==> src/rtl/ram_burst_master_if.sv <==
// Client-side burst command/stream handshakes and the single-port RAM strobes.
// The master modport is the burst engine; slave is its environment (client + RAM).
interface ram_burst_master_if #(
    parameter int add_size  = 10,
    parameter int word_size = 8
);
    logic                 cmd_valid;
    logic                 cmd_ready;
    logic                 cmd_write;
    logic [add_size-1:0]  cmd_addr;
    logic [add_size-1:0]  cmd_len;
    logic [word_size-1:0] wr_data;
    logic                 wr_valid;
    logic                 wr_ready;
    logic [word_size-1:0] rd_data;
    logic                 rd_valid;
    logic                 rd_ready;
    logic                 busy;
    logic                 done;
    logic                 ram_cs;
    logic                 ram_we;
    logic                 ram_re;
    logic [add_size-1:0]  ram_addr;
    logic [word_size-1:0] ram_din;
    logic [word_size-1:0] ram_dout;

    modport master (
        input  cmd_valid, cmd_write, cmd_addr, cmd_len,
        input  wr_data, wr_valid, rd_ready, ram_dout,
        output cmd_ready, wr_ready, rd_data, rd_valid, busy, done,
        output ram_cs, ram_we, ram_re, ram_addr, ram_din
    );

    modport slave (
        output cmd_valid, cmd_write, cmd_addr, cmd_len,
        output wr_data, wr_valid, rd_ready, ram_dout,
        input  cmd_ready, wr_ready, rd_data, rd_valid, busy, done,
        input  ram_cs, ram_we, ram_re, ram_addr, ram_din
    );
endinterface

==> src/rtl/ram_burst_master.sv <==
// Burst initiator for a single-port synchronous RAM with 1-cycle registered read data.
// Reads go through a 2-entry skid FIFO so client backpressure never drops an in-flight word.
//
// state | meaning
// IDLE  | waiting for a command, cmd_ready high
// WRITE | one RAM write per accepted wr beat
// READ  | issuing reads and draining the output FIFO
// DONE  | one-cycle completion pulse
module ram_burst_master #(
    parameter int add_size  = 10,
    parameter int word_size = 8
) (
    input logic               clk,
    input logic               rst,
    ram_burst_master_if.master bus
);
    localparam int cnt_w = add_size + 1;

    typedef enum logic [1:0] {IDLE, WRITE, READ, DONE} state_t;

    state_t               state_q, state_d;
    logic [add_size-1:0]  addr_q, addr_d;
    logic [cnt_w-1:0]     left_q, left_d;
    logic                 in_flight_q, in_flight_d;
    logic [word_size-1:0] fifo_q [2];
    logic                 head_q;
    logic [1:0]           cnt_q;

    logic       we, issue, wr_rdy, pop, push, tail;
    logic [2:0] occ;

    assign pop  = (cnt_q != 2'd0) && bus.rd_ready;
    assign push = in_flight_q;
    assign tail = head_q ^ cnt_q[0];
    // Slots that will be occupied once everything already requested has landed.
    assign occ  = {1'b0, cnt_q} + {2'b00, in_flight_q} - {2'b00, pop};

    always_comb begin
        state_d     = state_q;
        addr_d      = addr_q;
        left_d      = left_q;
        in_flight_d = 1'b0;
        we          = 1'b0;
        issue       = 1'b0;
        wr_rdy      = 1'b0;
        case (state_q)
            IDLE: begin
                if (bus.cmd_valid) begin
                    addr_d  = bus.cmd_addr;
                    left_d  = {1'b0, bus.cmd_len} + cnt_w'(1);
                    state_d = bus.cmd_write ? WRITE : READ;
                end
            end
            WRITE: begin
                wr_rdy = 1'b1;
                if (bus.wr_valid) begin
                    we     = 1'b1;
                    addr_d = addr_q + add_size'(1);
                    left_d = left_q - cnt_w'(1);
                    if (left_q == cnt_w'(1)) state_d = DONE;
                end
            end
            READ: begin
                if ((left_q != '0) && (occ < 3'd2)) begin
                    issue  = 1'b1;
                    addr_d = addr_q + add_size'(1);
                    left_d = left_q - cnt_w'(1);
                end
                in_flight_d = issue;
                if ((left_q == '0) && !in_flight_q &&
                    ((cnt_q == 2'd0) || ((cnt_q == 2'd1) && pop)))
                    state_d = DONE;
            end
            DONE:    state_d = IDLE;
            default: state_d = IDLE;
        endcase
    end

    always_ff @(posedge clk) begin
        if (rst) begin
            state_q     <= IDLE;
            addr_q      <= '0;
            left_q      <= '0;
            in_flight_q <= 1'b0;
            head_q      <= 1'b0;
            cnt_q       <= 2'd0;
            fifo_q[0]   <= '0;
            fifo_q[1]   <= '0;
        end else begin
            state_q     <= state_d;
            addr_q      <= addr_d;
            left_q      <= left_d;
            in_flight_q <= in_flight_d;
            if (push) fifo_q[tail] <= bus.ram_dout;
            head_q      <= head_q ^ pop;
            cnt_q       <= cnt_q + {1'b0, push} - {1'b0, pop};
        end
    end

    assign bus.ram_we    = we & ~rst;
    assign bus.ram_re    = issue & ~rst;
    assign bus.ram_cs    = bus.ram_we | bus.ram_re;
    assign bus.ram_addr  = (we | issue) ? addr_q : '0;
    assign bus.ram_din   = we ? bus.wr_data : '0;
    assign bus.cmd_ready = (state_q == IDLE);
    assign bus.busy      = (state_q != IDLE);
    assign bus.done      = (state_q == DONE);
    assign bus.wr_ready  = wr_rdy;
    assign bus.rd_valid  = (cnt_q != 2'd0);
    assign bus.rd_data   = fifo_q[head_q];
endmodule

==> src/flat_wrapper.sv <==
// flat-port wrapper written by rule: the top's interface ports become plain ports
module ram_burst_master_flat 
#(
    parameter int add_size  = 10,
    parameter int word_size = 8
)
  (clk, rst, bus_cmd_valid, bus_cmd_write, bus_cmd_addr, bus_cmd_len, bus_wr_data, bus_wr_valid, bus_rd_ready, bus_ram_dout, bus_cmd_ready, bus_wr_ready, bus_rd_data, bus_rd_valid, bus_busy, bus_done, bus_ram_cs, bus_ram_we, bus_ram_re, bus_ram_addr, bus_ram_din);
  ram_burst_master_if #(.add_size(add_size), .word_size(word_size)) bus_i ();
  input logic clk;
  input logic rst;
  input wire logic [$bits(bus_i.cmd_valid)-1:0] bus_cmd_valid;
  input wire logic [$bits(bus_i.cmd_write)-1:0] bus_cmd_write;
  input wire logic [$bits(bus_i.cmd_addr)-1:0] bus_cmd_addr;
  input wire logic [$bits(bus_i.cmd_len)-1:0] bus_cmd_len;
  input wire logic [$bits(bus_i.wr_data)-1:0] bus_wr_data;
  input wire logic [$bits(bus_i.wr_valid)-1:0] bus_wr_valid;
  input wire logic [$bits(bus_i.rd_ready)-1:0] bus_rd_ready;
  input wire logic [$bits(bus_i.ram_dout)-1:0] bus_ram_dout;
  output wire logic [$bits(bus_i.cmd_ready)-1:0] bus_cmd_ready;
  output wire logic [$bits(bus_i.wr_ready)-1:0] bus_wr_ready;
  output wire logic [$bits(bus_i.rd_data)-1:0] bus_rd_data;
  output wire logic [$bits(bus_i.rd_valid)-1:0] bus_rd_valid;
  output wire logic [$bits(bus_i.busy)-1:0] bus_busy;
  output wire logic [$bits(bus_i.done)-1:0] bus_done;
  output wire logic [$bits(bus_i.ram_cs)-1:0] bus_ram_cs;
  output wire logic [$bits(bus_i.ram_we)-1:0] bus_ram_we;
  output wire logic [$bits(bus_i.ram_re)-1:0] bus_ram_re;
  output wire logic [$bits(bus_i.ram_addr)-1:0] bus_ram_addr;
  output wire logic [$bits(bus_i.ram_din)-1:0] bus_ram_din;
  assign bus_i.cmd_valid = bus_cmd_valid;
  assign bus_i.cmd_write = bus_cmd_write;
  assign bus_i.cmd_addr = bus_cmd_addr;
  assign bus_i.cmd_len = bus_cmd_len;
  assign bus_i.wr_data = bus_wr_data;
  assign bus_i.wr_valid = bus_wr_valid;
  assign bus_i.rd_ready = bus_rd_ready;
  assign bus_i.ram_dout = bus_ram_dout;
  assign bus_cmd_ready = bus_i.cmd_ready;
  assign bus_wr_ready = bus_i.wr_ready;
  assign bus_rd_data = bus_i.rd_data;
  assign bus_rd_valid = bus_i.rd_valid;
  assign bus_busy = bus_i.busy;
  assign bus_done = bus_i.done;
  assign bus_ram_cs = bus_i.ram_cs;
  assign bus_ram_we = bus_i.ram_we;
  assign bus_ram_re = bus_i.ram_re;
  assign bus_ram_addr = bus_i.ram_addr;
  assign bus_ram_din = bus_i.ram_din;
  ram_burst_master #(.add_size(add_size), .word_size(word_size)) u_core (.clk(clk), .rst(rst), .bus(bus_i));
endmodule
==> config.mk <==
export PLATFORM = sky130hd
export DESIGN_NAME = ram_burst_master_flat
export DESIGN_NICKNAME = d
export VERILOG_FILES = /design/src/rtl/ram_burst_master_if.sv /design/src/rtl/ram_burst_master.sv /design/src/flat_wrapper.sv
export SDC_FILE = /design/constraint.sdc
export NUM_CORES = 1
export LEC_CHECK = 0
export CAP_MARGIN = 20
export CORE_UTILIZATION = 30
export DETAILED_ROUTE_END_ITERATION = 8
export GPL_ROUTABILITY_DRIVEN = 1
export HOLD_SLACK_MARGIN = 0.08
export PLACE_DENSITY_LB_ADDON = 0.08
export SYNTH_ARGS = -nofsm -noshare
export SYNTH_HDL_FRONTEND = slang
export SYNTH_SLANG_ARGS = --single-unit
==> constraint.sdc <==
create_clock -name clk -period 8 [get_ports clk]
set_input_delay 1.2 -clock clk [delete_from_list [all_inputs] [get_ports clk]]
set_output_delay 1.2 -clock clk [all_outputs]
set_load 0.02 [all_outputs]
After elaboration in Yosys (flattened, before gate mapping). Memory sizes are Yosys's and may differ from the RTL's. A register that Yosys moved wholly into a read port is not among the register bits. Index checks and enable logic that the tools add are counted.

$add $sub $neg: 7. $lt $le $gt $ge: 1. Eq/ne operators: 10. Mux-type cells: 30. Bitwise gates (word level): 7. Reductions and logical operators: 17.

Operators by type and width (count): 2-to-1 mux 10 bit (4); 2-to-1 mux 11 bit (3); one-hot mux 11 bit (3 select lines) (1); one-hot mux 10 bit (3 select lines) (1); 2-to-1 mux 8 bit (2); 2-to-1 mux 1 bit (13); adder 10 x 1 -> 11 bit (second input constant) (1); == test 11 x 1 -> 1 bit (second input constant) (1); zero test 11 bit (1); nonzero test 11 bit (1); subtractor 11 x 1 -> 11 bit (second input constant) (1); adder 10 x 1 -> 10 bit (second input constant) (1); 2-to-1 mux 2 bit (5); one-hot mux 2 bit (4 select lines) (1); AND reduction 4 bit (2); OR reduction 8 bit (1); != test 2 x 1 -> 1 bit (second input constant) (3); logical AND 1 bit (5); == test 2 x 1 -> 1 bit (second input constant) (2); == test 2 bit (second input constant) (2); zero test 2 bit (2); != test 2 bit (second input constant) (2); nonzero test 2 bit (2); adder 2 x 1 -> 3 bit (1); other kinds (11) (14).

Bits in registers: 27. Memory bits (writable): 16. Input port bits: 42. Output and inout bits: 34. Logic and storage cells: 79. Memories kept: 1.

Memories: u_core.fifo_q (words 2, width 8, read ports 1, clocked after Yosys merged registers in 1, write ports 2, line ram_burst_master.sv:25) `logic [word_size-1:0] fifo_q [2];`.

Longest topological paths before layout.
Depth in word-level cells: 9. Mapped depth: 13. Mapped depth without buffers: 11.

Worst setup path after synthesis. OpenSTA, ideal clock, no wires.

Kind: input port to output port. Start: input bus_rd_ready. End: output bus_ram_addr[0]. Arrival time: 3.190 ns. Required time: 6.800 ns. Setup slack: 3.610 ns. Stages: 11. Path buffers: 1. Cell sequence: and2_1 > ha_1 > inv_1 > ha_1 > fa_1 > xnor2_1 > nor2_1 > o211ai_2 > a21boi_2 > buf_4 > nor2b_1.

Word-level cells in the longest chain between the ends: 8.

RTL lines: start, declared (line flat_wrapper.sv:17) `input wire logic [$bits(bus_i.rd_ready)-1:0] bus_rd_ready;`; logical AND 1 bit (line ram_burst_master.sv:32) `assign pop = (cnt_q != 2'd0) && bus.rd_ready;`; subtractor 3 x 1 -> 3 bit (line ram_burst_master.sv:36) `assign occ = {1'b0, cnt_q} + {2'b00, in_flight_q} - {2'b00, pop};`; < comparator 3 x 2 -> 1 bit (line ram_burst_master.sv:64) `if ((left_q != '0) && (occ < 3'd2)) begin`; logical AND 1 bit (line ram_burst_master.sv:64); 2-to-1 mux 1 bit (line ram_burst_master.sv:64); 2-to-1 mux 1 bit (line ram_burst_master.sv:46) `case (state_q)`; bitwise OR 1 bit (line ram_burst_master.sv:103) `assign bus.ram_addr = (we | issue) ? addr_q : '0;`; 2-to-1 mux 10 bit (line ram_burst_master.sv:103); end, declared (line flat_wrapper.sv:28) `output wire logic [$bits(bus_i.ram_addr)-1:0] bus_ram_addr;`.

No other way between the ends.

Worst setup path after layout.
Start: input bus_rd_ready. End: output bus_ram_addr[1].

The elaborated chain is that of the path after synthesis.

==> results.toml <==
[logic_synthesis]
synth_top_area_frac = 0.195
yosysSeqAreaShare = 0.369
ys_async_sr_fraction = 0
synth-seq-cells = 43
synth-edff-count = 16
yosysWarnings = 0
synthCells = 313
synth_area_um2 = 2770
synth_area_leaders = "dfxtp_1 (20%), edfxtp_1 (17%), ha_1 (5.0%)"
synth_top_cell_by_area = "dfxtp_1"
ys.flop_type = "dfxtp_1"
syn_avg_cell_area_um2 = 8.85
ys_types = 53
syn_nets = 367

[cts]
cts_setup_buffers = 0
clock-sinks = 43
clk-insertion-delay-late_ns = 0.29
postCtsHoldBufs = 0
cts_tree = "yes"
numCtsBuffers = 5
cts_buffer_depth = 2
post_cts_resized = 0
clkTransAtPathRegs_ns = 0.09
cts-htree-levels = 2
cts_root_buf = "clkbuf_8"

[critical_path]
path_delay_family = "buffers and inverters"
slowest_stage = "clkdlybuf4s50_1"
crit_start = "bus_rd_ready"
crit_chain = "clkdlybuf4s50_1 -> and2_1 -> ha_1 -> inv_1 -> ha_1 -> fa_1 -> xnor2_1 -> nor2_1 -> o211ai_2 -> a21boi_2 -> nor2b_1 -> clkdlybuf4s50_1"
cp.arrival_ns = 4.23
setup.worst_path.end = "bus_ram_addr[1]"
end_kind = "output pin"
reg2reg_depth = 11
cp-start-kind = "input port"
crit_type = "in2out"
critical_path_cell_count = 12
cp.required_ns = 6.80
cp_slowest_stage_delay_ns = 0.57
rr_endpoint = "u_core.left_q[7]"
cp.buffers_inverters = 3
rrSetupSlack_ns = 4.38
timing.rr.start = "u_core.cnt_q[0]"
cp_max_fo = 11

[placement]
gp_congestion = 0.754
hpwl_um = 5130
port-buffer-count = 75

[route]
final_antenna_net_count = 0
drc_errors = 4
via_per_inst = 5.14
wl_per_cell_um = 14.8
drtIter0Drc = 58
via_count = 2524
wl_um = 7240
dr.pass1.iters = 6

[timing]
drv_slew = 0
rsz0062_at_grt = "false"
timing.final.crit_share = 0.678
hold_violations = 0
slew_headroom = 0.323
max_clock_freq_mhz = 184
period_minus_slack_ns = 5.43
holdWs_ns = 0.488
worst_pin_slew_ns = 1.02
tns_ns = 0
finalSetupViolations = 0
clock_skew_ns = 0.00615

[floorplan]
die_y_um = 98.1
coreArea_um2 = 8850
io_pins = 76
start_util = 0.313
fp.dieW_um = 98.1
die_area_um2 = 9620
rows = 34

[finish]
final_cell_mix = "clkdlybuf4s50_1 (75), a21oi_1 (27), dfxtp_1 (27)"
fillers = 914
layout.nets = 436
drive_above_1_share = 0.0809
area_delta_synth_final_pct = 33.0
num_antenna_cells = 0
layout_commonest_cell = "clkdlybuf4s50_1"

[job]
drv_cap = 0

[grt]
grt_max_degree = 35
first_global_vias = 2422
grt_usage = 0.153
grt.overflow.total = 0
antenna_found_initial = 0
grt_pass1_wl_um = 12000

[pwr]
p_leak_nw = 1.35
p_per_area_nw_per_um2 = 360
peakVddDrop_v = 0.000134

[status]
outcome = "finished with violations"
violations = "design-rule violations"

[worst_hold_path]
min_path_type = "reg2reg"
[routing by layer]
layer / share of wire / track usage
met1: 0.49 / 0.210
met2: 0.47 / 0.255
met3: 0.036 / 0.0258
met4: 0.0041 / 0.0303
met5: 0 / 0
[worst min-delay path, stage by stage (launching register included)]
cell and delay [ns]:
dfxtp_1 0.32, o21ai_0 0.07, a21oi_1 0.06
[cells in the mapped netlist (4+ instances only)]
cell type / count
ha_1: 11
o22ai_1: 4
nor3_1: 8
edfxtp_1: 16
o21ai_0: 21
and3_1: 11
nand4_1: 6
nand2_1: 19
a21oi_1: 27
dfxtp_1: 27
nor2_1: 26
nand3_1: 8
a211oi_1: 7
xnor2_1: 10
and2_1: 17
mux2_2: 8
inv_1: 13
clkbuf_1: 12
nor2b_1: 14
[flip-flops by register name, indices dropped and copies added (netlist names)]
name and flops:
u_core.addr_q 10, u_core.left_q 11, u_core.in_flight_q 1, u_core.cnt_q 2, u_core.head_q 1, u_core.fifo_q 16, u_core.state_q 2
[cell families (layout without fill, tap and decap cells)]
| kind of cell | after synthesis | count (layout) | synth area share |
|---|---|---|---|
| flops | 43 | 43 | 0.369 |
| fa+ha+maj | 12 | 12 | 0.0569 |
| compound gates | 82 | 82 | 0.196 |
| buf+inv | 30 | 100 | 0.0515 |
| xor+xnor | 12 | 12 | 0.0379 |
| mux | 10 | 10 | 0.0397 |
| simple gates | 124 | 124 | 0.250 |
[report_power, final]
| part | leakage (nW) | switching [mW] | internal, mW |
|---|---|---|---|
| combinational | 0.920 | 0.474 | 0.334 |
| sequential | 0.388 | 0.0791 | 0.296 |
| clock | 0.0408 | 0.0826 | 0.0626 |
| total | 1.35 | 0.636 | 0.693 |
[through the flow]
stage	instances	setup WS (ns)	instance area, µm²	total power [mW]	util
2_1_floorplan	313	3.61	2770	0.976	-
3_3_place_gp	483	2.62	3590	1.18	0.406
3_5_place_dp	483	2.55	3590	1.19	0.406
4_1_cts	491	2.53	3680	1.34	0.416
5_1_grt	491	2.32	3680	1.45	0.416
6_report	491	2.57	3680	1.33	0.416
[how the worst min path moves through the flow]
stage                     start                to  slack, ns  cells after the start
2_1_floorplan  u_core.left_q[9]  u_core.left_q[9]       0.45                      2
3_3_place_gp   u_core.left_q[9]  u_core.left_q[9]       0.47                      2
3_5_place_dp   u_core.left_q[9]  u_core.left_q[9]       0.47                      2
4_1_cts        u_core.left_q[9]  u_core.left_q[9]       0.48                      2
5_1_grt        u_core.left_q[9]  u_core.left_q[9]       0.52                      2
6_report       u_core.left_q[9]  u_core.left_q[9]       0.49                      2
[layout make-up]
cell class                 count  area [µm²]  share of cell area
multi-input combinational    240        1610               0.436
sequential                    43        1020               0.277
timing repair buffer          79         781               0.212
clock inverter                 3        23.8             0.00645
clock buffer                   5        68.8              0.0187
inverter                      13        48.8              0.0132
tap                          108         135              0.0367
Note: power is estimated with default switching activity, not from simulation.
